==> src/rtl/clock_sequencer.sv <==
// Programmable clock divider with run/halt/single-step control and one-cycle edge strobes.
// Optional period counter output enabled by defining CLKSEQ_PERIOD_CNT_EN.
//
// state     | meaning
// RUN       | free-running divided clock
// HALT_PEND | halt requested, finishing the current period
// HALTED    | clk_out parked low, ratio tracks div_ratio
// STEP      | running exactly one period, then back to HALTED
module clock_sequencer #(
    parameter int DIV_W       = 4,
    parameter int DEFAULT_DIV = 2,
    parameter int CNT_W       = 32
) (
    input  logic             clock,
    input  logic             reset,
    input  logic [DIV_W-1:0] div_ratio,
    input  logic             run_req,
    input  logic             halt_req,
    input  logic             step_req,
    output logic             clk_out,
    output logic             rise_stb,
    output logic             fall_stb,
    output logic             halted,
    output logic [1:0]       state
`ifdef CLKSEQ_PERIOD_CNT_EN
    ,
    output logic [CNT_W-1:0] period_cnt
`endif
);

    typedef enum logic [1:0] {
        RUN       = 2'd0,
        HALT_PEND = 2'd1,
        HALTED    = 2'd2,
        STEP      = 2'd3
    } state_t;

    state_t           st;
    logic [DIV_W-1:0] ph;
    logic [DIV_W-1:0] n;
    logic [DIV_W-1:0] n_req;
    logic [DIV_W:0]   half;
    logic             wrap;

    // Ratios 0 and 1 cannot form a period with both a high and a low phase.
    assign n_req = (div_ratio < DIV_W'(2)) ? DIV_W'(2) : div_ratio;
    // One extra bit so N+1 cannot overflow at the maximum ratio.
    assign half  = ({1'b0, n} + (DIV_W+1)'(1)) >> 1;
    assign wrap  = (ph == n - DIV_W'(1));
    assign state = st;

`ifndef CLKSEQ_PERIOD_CNT_EN
    logic unused_cnt_w;
    assign unused_cnt_w = ^CNT_W;
`endif

    always_ff @(posedge clock) begin
        if (reset) begin
            st       <= RUN;
            ph       <= '0;
            n        <= DIV_W'(DEFAULT_DIV);
            clk_out  <= 1'b0;
            rise_stb <= 1'b0;
            fall_stb <= 1'b0;
            halted   <= 1'b0;
`ifdef CLKSEQ_PERIOD_CNT_EN
            period_cnt <= '0;
`endif
        end else if (st == HALTED) begin
            ph       <= '0;
            n        <= n_req;
            clk_out  <= 1'b0;
            rise_stb <= 1'b0;
            fall_stb <= 1'b0;
            if (run_req) begin
                st     <= RUN;
                halted <= 1'b0;
            end else if (step_req) begin
                st     <= STEP;
                halted <= 1'b0;
            end
        end else begin
            clk_out  <= ({1'b0, ph} < half);
            rise_stb <= (ph == '0);
            fall_stb <= ({1'b0, ph} == half);
            if (wrap) begin
                ph <= '0;
                n  <= n_req;
`ifdef CLKSEQ_PERIOD_CNT_EN
                period_cnt <= period_cnt + CNT_W'(1);
`endif
            end else begin
                ph <= ph + DIV_W'(1);
            end
            case (st)
                RUN: begin
                    if (halt_req) st <= HALT_PEND;
                end
                HALT_PEND: begin
                    if (run_req) begin
                        st <= RUN;
                    end else if (wrap) begin
                        st     <= HALTED;
                        halted <= 1'b1;
                    end
                end
                STEP: begin
                    if (wrap) begin
                        st     <= HALTED;
                        halted <= 1'b1;
                    end
                end
                default: ;
            endcase
        end
    end

endmodule

==> config.mk <==
export PLATFORM = sky130hd
export DESIGN_NAME = clock_sequencer
export DESIGN_NICKNAME = d
export VERILOG_FILES = /design/src/rtl/clock_sequencer.sv
export SDC_FILE = /design/constraint.sdc
export NUM_CORES = 1
export LEC_CHECK = 0
export ABC_AREA = 1
export CELL_PAD_IN_SITES_DETAIL_PLACEMENT = 1
export CELL_PAD_IN_SITES_GLOBAL_PLACEMENT = 1
export CORE_ASPECT_RATIO = 1.1
export CORE_UTILIZATION = 39
export CTS_BUF_LIST = sky130_fd_sc_hd__clkbuf_4 sky130_fd_sc_hd__clkbuf_8
export DETAILED_ROUTE_END_ITERATION = 10
export PLACE_DENSITY_LB_ADDON = 0.15
export SYNTH_ARGS = -nofsm -noshare
export SYNTH_HDL_FRONTEND = slang
export SYNTH_SLANG_ARGS = --single-unit
==> constraint.sdc <==
create_clock -name clock -period 1.95 [get_ports clock]
set_clock_uncertainty 0.2 [all_clocks]
set_input_delay 0.2925 -clock clock [delete_from_list [all_inputs] [get_ports clock]]
set_output_delay 0.2925 -clock clock [all_outputs]
set_load 0.02 [all_outputs]
==> results of run 1 <==
[per-stage QoR]
stage | utilization, % | cell area (µm²) | total power [mW] | hold WS (ps)
2_1_floorplan | - | 883 | 1.16 | 224
3_3_place_gp | 51.2 | 1060 | 1.36 | 243
3_5_place_dp | 51.2 | 1060 | 1.41 | 242
4_1_cts | 53.0 | 1090 | 1.64 | 256
5_1_grt | 53.1 | 1100 | 1.78 | 271
6_report | 53.1 | 1100 | 1.61 | 256
[state kept, by name (all words and copies together), names as in the netlist]
register	cells
rise_stb	1
state	2
halted	1
ph	4
fall_stb	1
n	4
clk_out	1
[cell usage in the layout, fill, tap and decap left out, types with 2 or more instances in the layout]
cell type                         count
sky130_fd_sc_hd__a21oi_1              4
sky130_fd_sc_hd__buf_4                2
sky130_fd_sc_hd__clkbuf_4             3
sky130_fd_sc_hd__clkdlybuf4s50_1     13
sky130_fd_sc_hd__dfxtp_1             14
sky130_fd_sc_hd__ha_1                 8
sky130_fd_sc_hd__inv_1               17
sky130_fd_sc_hd__nand2_1             20
sky130_fd_sc_hd__nand2_2              2
sky130_fd_sc_hd__nand2_4              3
sky130_fd_sc_hd__nand3_1             12
sky130_fd_sc_hd__nand4_1              3
sky130_fd_sc_hd__nor2_1               8
sky130_fd_sc_hd__nor3_1               2
sky130_fd_sc_hd__o21ai_0              3
sky130_fd_sc_hd__o21ai_1              2
sky130_fd_sc_hd__xnor2_1              3
sky130_fd_sc_hd__xor2_1               4
[worst min-delay path, delay by kind of cell, from the launching register on]
family | cells | cell delay [ps]
flip-flops | 1 | 320
buffers and inverters | 1 | 50
AO/OA/AOI/OAI | 1 | 50
[layer usage]
layer / GRT usage [%] / vias to the layer above / part of all wire (%)
met5: 0 / - / 0
met4: 7.14 / 0 / 0.91
met3: 4.17 / 2 / 2.9
met2: 36.3 / 13 / 53
met1: 23.9 / 370 / 43
li1: - / 409 / -
[worst paths after layout]
check,from,endpoint,slack (ps),depth (start not counted)
setup reg to reg,n[1],n[0],150,9
hold reg to reg,halted,halted,260,2
hold / removal,halted,halted,260,2
setup / recovery,n[1],n[0],150,9
[cells in the mapped netlist]
| cell type | n |
|---|---|
| sky130_fd_sc_hd__nand2_1 | 20 |
| sky130_fd_sc_hd__inv_1 | 17 |
| sky130_fd_sc_hd__dfxtp_1 | 14 |
| sky130_fd_sc_hd__nand3_1 | 12 |
| sky130_fd_sc_hd__ha_1 | 8 |
| sky130_fd_sc_hd__nor2_1 | 8 |
| sky130_fd_sc_hd__a21oi_1 | 4 |
| sky130_fd_sc_hd__xor2_1 | 4 |
| sky130_fd_sc_hd__nand2_4 | 3 |
| sky130_fd_sc_hd__nand4_1 | 3 |
| sky130_fd_sc_hd__o21ai_0 | 3 |
| sky130_fd_sc_hd__xnor2_1 | 3 |
| sky130_fd_sc_hd__nand2_2 | 2 |
| sky130_fd_sc_hd__nor3_1 | 2 |
| sky130_fd_sc_hd__o21ai_1 | 2 |
| sky130_fd_sc_hd__a211oi_1 | 1 |
| sky130_fd_sc_hd__a21boi_0 | 1 |
| sky130_fd_sc_hd__buf_6 | 1 |
| sky130_fd_sc_hd__clkbuf_2 | 1 |
| sky130_fd_sc_hd__inv_2 | 1 |
| sky130_fd_sc_hd__nand3_4 | 1 |
| sky130_fd_sc_hd__nand3b_1 | 1 |
| sky130_fd_sc_hd__nor2_4 | 1 |
| sky130_fd_sc_hd__nor4_1 | 1 |
| sky130_fd_sc_hd__o31a_1 | 1 |
| sky130_fd_sc_hd__or2_2 | 1 |
[logic make-up (layout without fill, tap and decap cells)]
| group | Yosys count | in the layout |
|---|---|---|
| buffers and inverters | 20 | 38 |
| xor gates and xnor gates | 7 | 7 |
| AOI/OAI and AO/OA | 12 | 12 |
| DFF | 14 | 14 |
| adders and majority gates | 8 | 8 |
| and+or+nand+nor | 55 | 55 |
[area by class of cell]
class | instances | area (µm²)
fill | 268 | 967
clock buffer | 4 | 36.3
timing repair buffer | 16 | 158
tap | 28 | 35.0
sequential | 14 | 280
multi-input combinational | 82 | 519
inverter | 18 | 67.6
[power groups by stage]
stage	clock network (mW)	logic (mW)	registers (mW)
after CTS	0.218	0.934	0.486
after global routing	0.235	1.05	0.497
final	0.213	0.915	0.483
after global placement	0	0.878	0.486
after detailed placement	0	0.914	0.494
after floorplan	0	0.652	0.505
==> metrics list, run 1 <==
- The flow ran to the end, and the final reports show no timing, DRC or antenna violations.
- In this run the remaining antenna-violating nets after routing total 0.
- The number of antenna violations at the first check in global routing was 0.
* Root Buffer: sky130_fd_sc_hd__clkbuf_4
- Of the total synthesized cell area, the portion taken by AND, OR, NAND and NOR gates is 32.7%.
- The clock reaches the later pin of the worst-skew pair after 280 ps.
* GR Util All Layers: between 20% and 30%
- Number of global-route vias before repair: 837
- Non-filler cells in the finished layout: 162
- Counting the buffers created by CTS gives 3.
- Port-buffer cells: 14
- Internal power consumption: approximately 0.87 mW
- Cells taking the most area after synthesis: sky130_fd_sc_hd__dfxtp_1, sky130_fd_sc_hd__ha_1, sky130_fd_sc_hd__nand2_1
* Final-report hold violation count: 0
- Die Outline Area: 0.00246 mm²
* Count of boundary I/O pins: 15
* Path type of the worst min-delay path: register to register
* Share of synthesized area occupied by flip-flops and latches: between 30% and 40%
* Arr. time, crit path: between 1500 and 2000 ps
- Of the available clock period, the critical path in the final layout requires 92.5%.
* Clock slew at the register clock pins of the worst setup and hold paths: 90 ps
- Worst slew pin tran: 267 ps
- Switching power summed over all nets: roughly 0.74 mW
- The die is 51.9 µm tall.
* Cell breakdown of the critical path: inv_1 > ha_1 > xor2_1 > nand2_1 > nor2_4 > nand2_4 > nand2_4 > nand3_1 > nand2_1
* Final Max Tran Viols: 0
* Final estimated routing congestion in global placement: approximately 0.75
- After clock tree synthesis, the setup repair step added 0 buffers.
- The worst setup path is launched from a register.
* Cell type of the slowest stage on the worst timing path: sky130_fd_sc_hd__dfxtp_1
- Maximum number of pins on one net before global-route repair: 9
- Power per cell area: 1470 mW/mm²
* Chip Width: 47.4 µm
* Post-placement setup slack: 191 ps
- Share of power burned in combinational logic: 56.8%
- Number of flip-flops and latches in the synthesized netlist: 14
* Peak Freq: between 500 and 600 MHz
- Final setup vio count: 0
- The critical path is of the register to register type.
* Maximum Capacitance Violations: 0
- On the critical path the largest part of the delay comes from simple AND/OR/NAND/NOR gates.
* Worst path required time: 1970 ps
* Post-detailed-routing wire length: 1.98 mm
- The repair_antennas step left the layout with diodes totalling 0.
- The post-route netlist has about 11% of its cells at a drive strength greater than 1.
- Share of total power consumed by net switching: between 40 and 50%
- The clock drives 14 sinks.
- Once routing completed, OpenROAD measured the worst setup slack at around 150 ps.
* Initial cell density of the core: 42.8%
- Using the TritonRoute via totals, the vias-per-cell ratio works out to ~5.
* Number of buffer and inverter stages on the critical path: 1
- Syn_area_per_cell: 7.62 µm²
- The longest clock path from root to sink contains 2 buffers.
- At the end of the flow, the number of nets in the layout was about 150.
- Detailed router's first-iteration violation count: 8
* Cells after synthesis: approximately 120
- Highest ir drop seen on vdd: ~770 µV
- The area growth from synthesis to layout is 24.1%.
* Setup repair after global routing missed its margin: false
- Cell type with the highest aggregate area in the netlist: sky130_fd_sc_hd__dfxtp_1
* Syn. warnings: 0
- 1st-pass router iterations: 3
- Per report_power, the sequential group accounts for 30.0% of the total.
* Proportion of power drawn by the clock network: 13.2%
* Max-Slew Margin vs Limit: between 80% and 90%
* Final critical delay including setup and external delays: between 1500 and 2000 ps
* Synthesized-area fraction occupied by adder cells: a little under an eighth
- The core region is just over 0.002 mm².
- Post-synthesis cell type count: 26
- Hold-fix buffers, CTS: 0
- The largest single stage delay on the critical path is around 400 ps.
- TritonCTS built the clock tree.
- In the final routed layout, each cell accounts on average for about 12 µm.
* Synthesized-area fraction occupied by ao, oa, aoi and oai cells: between 7 and 8%
- Largest family of logic cells by synthesized area: simple AND/OR/NAND/NOR gates
* Critical-path maximum fanout: 7
- Xor and xnor fraction of the mapped netlist area: under 10%
- In this run the cell area of the synthesized design comes to approximately 900 µm².
- Residual overflow from global routing: 0
- The number of gates resized after CTS was 0.
- In the synthesized netlist, mux cells make up 0% of the area.
- The floorplan has 17 rows.
- Setup TNS Final: 0 ps
- The first global-routing pass estimated roughly 3.6 mm of wire.
- CTS built an H-tree with a depth of 1.
- Endpoint kind of the worst setup timing path: register
* Post-synth net total: around 130
- Via count: between 700 and 800
* Pleak: 0.531 nW
- Counting tap cells, the placed design contains a total of 158 instances.
- Residual DRC: 0
- Half-perimeter wire length of the detailed placement result: 1.59 mm
* Area share of the leading cell type in the synthesized netlist: approximately a third
Power figures use the tool's default switching activity.
==> inputs of run 2 (changes only) <==
Settings changed: CORE_UTILIZATION 39 to 35.
Clock period 1.95 ns to 1.6 ns, I/O delays scaled along.
==> metrics list, run 2 (synthesis results as in run 1) <==
- Run status: finished with violations (was finished, final reports clean).
- Violated checks: setup timing
- The first-pass detailed-route iteration total is 2 (was 3).
- Setup repair after global routing missed its margin: true (was false).
- Arr. time, crit path: 1660 ps (was 1830 ps)
- Vias per Instance: 4.91 (was 4.90)
- The post-layout minimum cycle time is 1670 ps (was 1800 ps).
- Sequential Power Share: 24.3% (was 30.0%)
- Worst setup path class: register to register (unchanged)
- The internal power was 1.23 mW (was 0.873 mW).
- The clock insertion delay at the later pin of the skew report was 290 ps (was 280 ps).
- Die Outline Area: 0.00273 mm² (was 0.00246 mm²)
- The number of antenna violations at the first check in global routing was 0 (unchanged).
* FILL cells: 296 (was 268)
- The worst min-delay path category is register to register (unchanged).
* TritonCTS clock tree: done (unchanged)
* Register area: 283 µm² (was 280 µm²)
- The maximum count of clock buffers along a single path came to 2 (unchanged).
- The switching power is 1.07 mW (was 0.738 mW).
* Antenna diode count: 0 (unchanged)
* Setup TNS Final: -458 ps (was 0 ps)
- The total of hold buffers inserted after clock tree synthesis was 0 (unchanged).
- The floorplan core area is 0.00232 mm² (was 0.00206 mm²).
- The area of the multi-input gates was 612 µm² (was 519 µm²).
* Commonest non-fill, non-tap cells in the layout: sky130_fd_sc_hd__nand2_1, sky130_fd_sc_hd__inv_1, sky130_fd_sc_hd__buf_4 (was sky130_fd_sc_hd__nand2_1, sky130_fd_sc_hd__inv_1, sky130_fd_sc_hd__dfxtp_1)
- The initial core utilization was 38.1% (was 42.8%).
- The clock-pin slew on the worst setup and hold paths is 90 ps (about the same).
- The leakage power total came to 0.596 nW (was 0.531 nW).
- Count of boundary I/O pins: 15 (unchanged)
- Max-Slew Margin vs Limit: 78.2% (was 82.2%)
* Post-placement setup slack: -65.1 ps (was 191 ps)
- The first-iteration detailed-routing DRC count is 9 (was 8).
- The number of pins exceeding their max-slew limit in the final report came to 0 (unchanged).
- The total instance count after detailed placement is 166 (was 158).
- Worst Slack Setup Final: -66.0 ps (was 147 ps)
* Endpoint kind of the worst setup timing path: register (unchanged)
* Period utilization: 104% (was 92.5%)
* Layout cell share with drive strength beyond 1: 32.4% (was 11.2%)
- GR Util All Layers: 17.8% (was 20.7%)
* Residual overflow from global routing: 0 (unchanged)
- Worst path required time: 1590 ps (was 1970 ps)
- The pin count of the biggest net entering global routing is 11 (was 9).
- The number of global-route vias before repair came to 850 (was 837).
- The cell type of the slowest stage on the worst timing path was sky130_fd_sc_hd__dfxtp_2 (was sky130_fd_sc_hd__dfxtp_1).
* Number of nets in the final layout: 164 (was 152)
- The number of buffers added by the clock tree synthesis step is 3 (unchanged).
- Non-filler cells in the finished layout: 175 (was 162)
- The number of setup violations in the final report is 11 (was 0).
* Port-buffer cells: 14 (unchanged)
- Final estimated routing congestion in global placement: 0.778 (was 0.749)
* # rows: 18 (was 17)
* DP Area: 0.00112 mm² (was 0.00106 mm²)
- Final core utilization: 54.3% (was 53.1%)
- The most frequent standard cell in the layout excluding fill and tap cells is sky130_fd_sc_hd__nand2_1 (unchanged).
* Post-detailed-routing wire length: 2.20 mm (was 1.98 mm)
- The wire length of the first global-routing pass is 3.59 mm (was 3.55 mm).
* Final-report hold violation count: 0 (unchanged)
* Peak Freq: 600 MHz (was 555 MHz)
* Share of power burned in combinational logic: 66.3% (was 56.8%)
* Half-perimeter wire length of the detailed placement result: 1.63 mm (was 1.59 mm)
* Share of total power consumed by net switching: 46.4% (was 45.8%)
- Cell breakdown of the critical path: inv_2 > ha_4 > xor2_1 > nand2_1 > nor2_4 > nand2_4 > o21ai_1 > inv_1 (was inv_1 > ha_1 > xor2_1 > nand2_1 > nor2_4 > nand2_4 > nand2_4 > nand3_1 > nand2_1).
* Root Buffer: sky130_fd_sc_hd__clkbuf_4 (unchanged)
- Maximum Capacitance Violations: 0 (unchanged)
- The power density of the placed cells was 1820 mW/mm² (was 1470 mW/mm²).
- The final standard cell area without fillers was 0.00126 mm² (was 0.00110 mm²).
- The transition time at the pin with the least slew margin is 326 ps (was 267 ps).
* Via count: 859 (was 794)
- Chip Width: 49.9 µm (was 47.4 µm)
- Average detailed-routed wire length per instance: 12.6 µm (was 12.2 µm)
- The peak per-stage delay on the critical path was 340 ps (was 390 ps).
- The startpoint type of the worst setup path is a register (unchanged).
- The number of sinks on the clock net is 14 (unchanged).
- Residual DRC: 0 (unchanged)
- The biggest fanout along the worst timing path came to 7 (unchanged).
* Proportion of power drawn by the clock network: 9.4% (was 13.2%)
* Die Y: 54.7 µm (was 51.9 µm)
* Final ANT Viol Nets: 0 (unchanged)
* Highest ir drop seen on vdd: 821 µV (was 774 µV)
* Syn-to-layout area delta: 42.6% (was 24.1%)
- Depth of the CTS H-tree: 1 (unchanged)
* Register-to-register path setup slack: -70 ps (was 150 ps)
==> run 2: critical path: cells and delay by family (launching register included) <==
family | cells | cell delay, ps
AOI/OAI and AO/OA | 1 | 150
and+or+nand+nor | 3 | 370
buffers and inverters | 2 | 100
adders and majority gates | 1 | 260
xor gates and xnor gates | 1 | 160
DFF | 1 | 340
==> run 2: power groups by stage <==
stage | Clock, mW | Sequential (mW) | Combinational (mW)
after detailed placement | 0 | 0.572 | 1.27
final | 0.215 | 0.559 | 1.52
after floorplan | 0 | 0.620 | 0.816
after CTS | 0.213 | 0.558 | 1.38
after global placement | 0 | 0.569 | 1.23
after global routing | 0.234 | 0.573 | 1.69
==> run 2: path summary, 6_finish.rpt <==
path | end | cells after the start | from
min reg2reg | halted | 2 | halted
min | halted | 2 | halted
max | state[0] | 8 | n[1]
max reg2reg | state[0] | 8 | n[1]
==> run 2: layout make-up <==
type	count	share of cell area (%)
clock buffer	3	1.79
timing repair buffer	28	18.9
multi-input combinational	82	48.6
sequential	14	22.4
tap	30	2.98
inverter	18	5.36
==> run 2: what timing repair did <==
item	in CTS	in global routing
resized for setup	13	12
pin swaps	7	8
gates cloned	0	0
endpoints found under the setup margin	16	13
setup buffers	5	1
==> run 2: metal layers <==
| layer | vias to the layer above | share of wire [%] | track usage [%] |
|---|---|---|---|
| met3 | 2 | 2.0 | 2.50 |
| met4 | 0 | 1.5 | 8.57 |
| li1 | 436 | - | - |
| met5 | - | 0 | 0 |
| met1 | 409 | 44 | 18.5 |
| met2 | 12 | 52 | 35.6 |
==> run 2: per-stage QoR <==
stage,power [mW],hold slack (ps)
after floorplan,1.44,171
after global placement,1.80,237
after detailed placement,1.84,248
after CTS,2.15,257
after global routing,2.50,293
final,2.30,252
==> inputs of run 3 (changes only) <==
Settings changed: CORE_UTILIZATION 35 to 42, MAX_ROUTING_LAYER set to met4.
Clock period 1.6 ns to 2 ns, I/O delays scaled along.
==> metrics list, run 3 (synthesis results as in run 1) <==
- Commonest non-fill, non-tap cells in the layout: sky130_fd_sc_hd__nand2_1, sky130_fd_sc_hd__inv_1, sky130_fd_sc_hd__clkdlybuf4s50_1 (was sky130_fd_sc_hd__nand2_1, sky130_fd_sc_hd__inv_1, sky130_fd_sc_hd__buf_4)
* Share of total power consumed by net switching: 46.3% (was 46.4%)
* Die Y: 50.1 µm (was 54.7 µm)
* Initial cell density of the core: 44.2% (was 38.1%)
- Worst setup path class: register to primary output (was register to register)
- 1st-pass router iterations: 4 (was 2)
- The number of cells on the critical path came to 1 (was 8).
- The number of antenna violations at the first check in global routing came to 0 (unchanged).
* Chip Width: 45.7 µm (was 49.9 µm)
* Peak Freq: a little over 500 MHz
- Final critical delay including setup and external delays: approximately 2000 ps
* Number of nets in the final layout: 151 (was 164)
- Post-layout total power: 1.57 mW (was 2.30 mW)
* Proportion of power drawn by the clock network: 13.8% (was 9.4%)
- Maximum Capacitance Violations: 0 (unchanged)
- The total area of sequential cells came to 282 µm² (was 283 µm²).
- The transition time at the pin with the least slew margin came to 282 ps (was 326 ps).
- The antenna cell count came to 0 (unchanged).
- The number of sinks on the clock net came to 14 (unchanged).
* Commonest non-fill, non-tap cell in the layout: sky130_fd_sc_hd__nand2_1 (unchanged)
* Cell type of the slowest stage on the worst timing path: sky130_fd_sc_hd__clkdlybuf4s50_1 (was sky130_fd_sc_hd__dfxtp_2)
- Share of power burned in combinational logic: 55.6% (was 66.3%)
* Final estimated routing congestion in global placement: 0.802 (was 0.778)
- The post-detailed-placement half-perimeter wirelength came to 1.62 mm (was 1.63 mm).
* GR Util All Layers: 22.4% (was 17.8%)
- Area of combinational cells with multiple inputs: 519 µm² (was 612 µm²)
- The total buffers and inverters traversed by the critical path was 1 (was 2).
* DP Area: 0.00105 mm² (was 0.00112 mm²)
* Detail Route met3 WL: 57 µm (was 45 µm)
- The top layer reached by signal wires is met4 (unchanged).
- The switching power came to 0.729 mW (was 1.07 mW).
- The per-cell via count in the routed design was 5.00 (was 4.91).
* Inst Count DP: 157 (was 166)
- Setup bufs post-CTS: 0 (was 5)
- The data required time of the critical path came to 1500 ps (was 1590 ps).
- Max-Slew Margin vs Limit: 81.2% (was 78.2%)
- The maximum count of clock buffers along a single path was 2 (unchanged).
- Root Buffer: sky130_fd_sc_hd__clkbuf_4 (unchanged)
* Count of boundary I/O pins: 15 (unchanged)
- The pin count of the biggest net entering global routing was 11 (unchanged).
- The post-route non-filler standard cell count came to 161 (was 175).
- The endpoint type of the worst setup path is a primary output (was register).
- Setup repair after global routing missed its margin: false (was true).
* Period utilization: approximately 98%
* Via count: 805 (was 859)
* Clock slew at the register clock pins of the worst setup and hold paths: 100 ps (was 90 ps)
- The met2 layer wire length in the routed design was 1.10 mm (was 1.15 mm).
* Port-buffer cells: 14 (unchanged)
- Syn-to-layout area delta: 23.1% (was 42.6%)
- TritonCTS clock tree: done (unchanged)
* Path type of the worst min-delay path: register to register (unchanged)
- FILL cells: 279 (was 296)
* Detailed router's first-iteration violation count: 3 (was 9)
* Setup TNS Final: 0 ps (was -458 ps)
- Post-placement setup slack: 169 ps (was -65.1 ps)
- The depth of the most critical reg-to-reg path came to 8 (unchanged).
- Wire length of the first global-routing pass: 3.57 mm (was 3.59 mm)
* Number of global-route vias before repair: 867 (was 850)
- Layout cell share with drive strength beyond 1: 11.3% (was 32.4%)
- Internal power consumption: 0.845 mW (was 1.23 mW)
- Post-detailed-routing wire length: 2.07 mm (was 2.20 mm)
* Highest ir drop seen on vdd: 711 µV (was 821 µV)
- Depth of the CTS H-tree: 1 (unchanged)
* Residual DRC: 0 (unchanged)
- The sequential share of power came to 30.6% (was 24.3%).
* Final-report hold violation count: 0 (unchanged)
* Cell breakdown of the critical path: clkdlybuf4s50_1 (was inv_2 > ha_4 > xor2_1 > nand2_1 > nor2_4 > nand2_4 > o21ai_1 > inv_1)
- WL met1: 863 µm (was 974 µm)
- The total grt overflow was 0 (unchanged).
- The number of pins exceeding their max-slew limit in the final report was 0 (unchanged).
- The cell row count was 17 (was 18).
- The count of nets left with antenna violations after detail routing is 0 (unchanged).
* Final core utilization: 54.4% (was 54.3%)
* Clock insertion delay at the later pin of the skew report: 290 ps (about the same)
- The number of setup violations in the final report came to 0 (was 11).
- The routed length per placed instance was 12.8 µm (was 12.6 µm).
- Kind of cell adding the most delay to the critical path: buffers and inverters (was simple AND/OR/NAND/NOR gates)
* Cell count of the worst hold path: 2 (unchanged)
- Fin area: 0.00109 mm² (was 0.00126 mm²)
- Number of buffers inserted during clock tree synthesis: 3 (unchanged)
- Maximum cell stage delay along the critical path: 670 ps (was 340 ps)
- Worst Setup Start Kind: register (unchanged)
* Worst Slack Setup Final: 48.5 ps (was -66.0 ps)
- The data arrival at the endpoint of the critical path came to 1450 ps (was 1660 ps).
* Critical-path maximum fanout: 7 (unchanged)
- Pleak: 0.510 nW (was 0.596 nW)
- Area of the core: 0.00200 mm² (was 0.00232 mm²)
- Die Outline Area: 0.00229 mm² (was 0.00273 mm²)
- Run status: finished, final reports clean (was finished with violations).
- Power per cell area: 1450 mW/mm² (was 1820 mW/mm²)
- Post-Route Hold Slack: 279 ps (was 252 ps)
-- run 3: final timing paths --
check                start        to  slack (ps)
setup / recovery  state[1]  state[1]          50
hold / removal      halted    halted         280
setup reg to reg      n[0]  state[0]         170
hold reg to reg     halted    halted         280
-- run 3: layout make-up --
type | count | area share [%]
clock buffers | 4 | 3.34
flip-flops and latches | 14 | 25.9
well taps | 28 | 3.22
repair buffers | 15 | 13.6
inverters | 18 | 6.21
multi-input cells | 82 | 47.8
-- run 3: per-layer routing --
metal / vias to the layer above / track usage, %
met1: 376 / 24.0
met3: 6 / 4.03
met4: 0 / 12.3
li1: 407 / -
met5: - / -
met2: 16 / 37.6
-- run 3: power groups by stage --
stage	logic (mW)	registers (mW)	clock network (mW)
4_1_cts	0.892	0.482	0.221
3_5_place_dp	0.876	0.490	0
6_report	0.875	0.482	0.217
2_1_floorplan	0.636	0.492	0
5_1_grt	1.00	0.497	0.232
3_3_place_gp	0.842	0.485	0
-- run 3: repair_timing --
item / 4_1_cts / 5_1_grt
setup endpoints to repair: 0 / 2
hold buffers: 0 / 0
resized for setup: 0 / 1
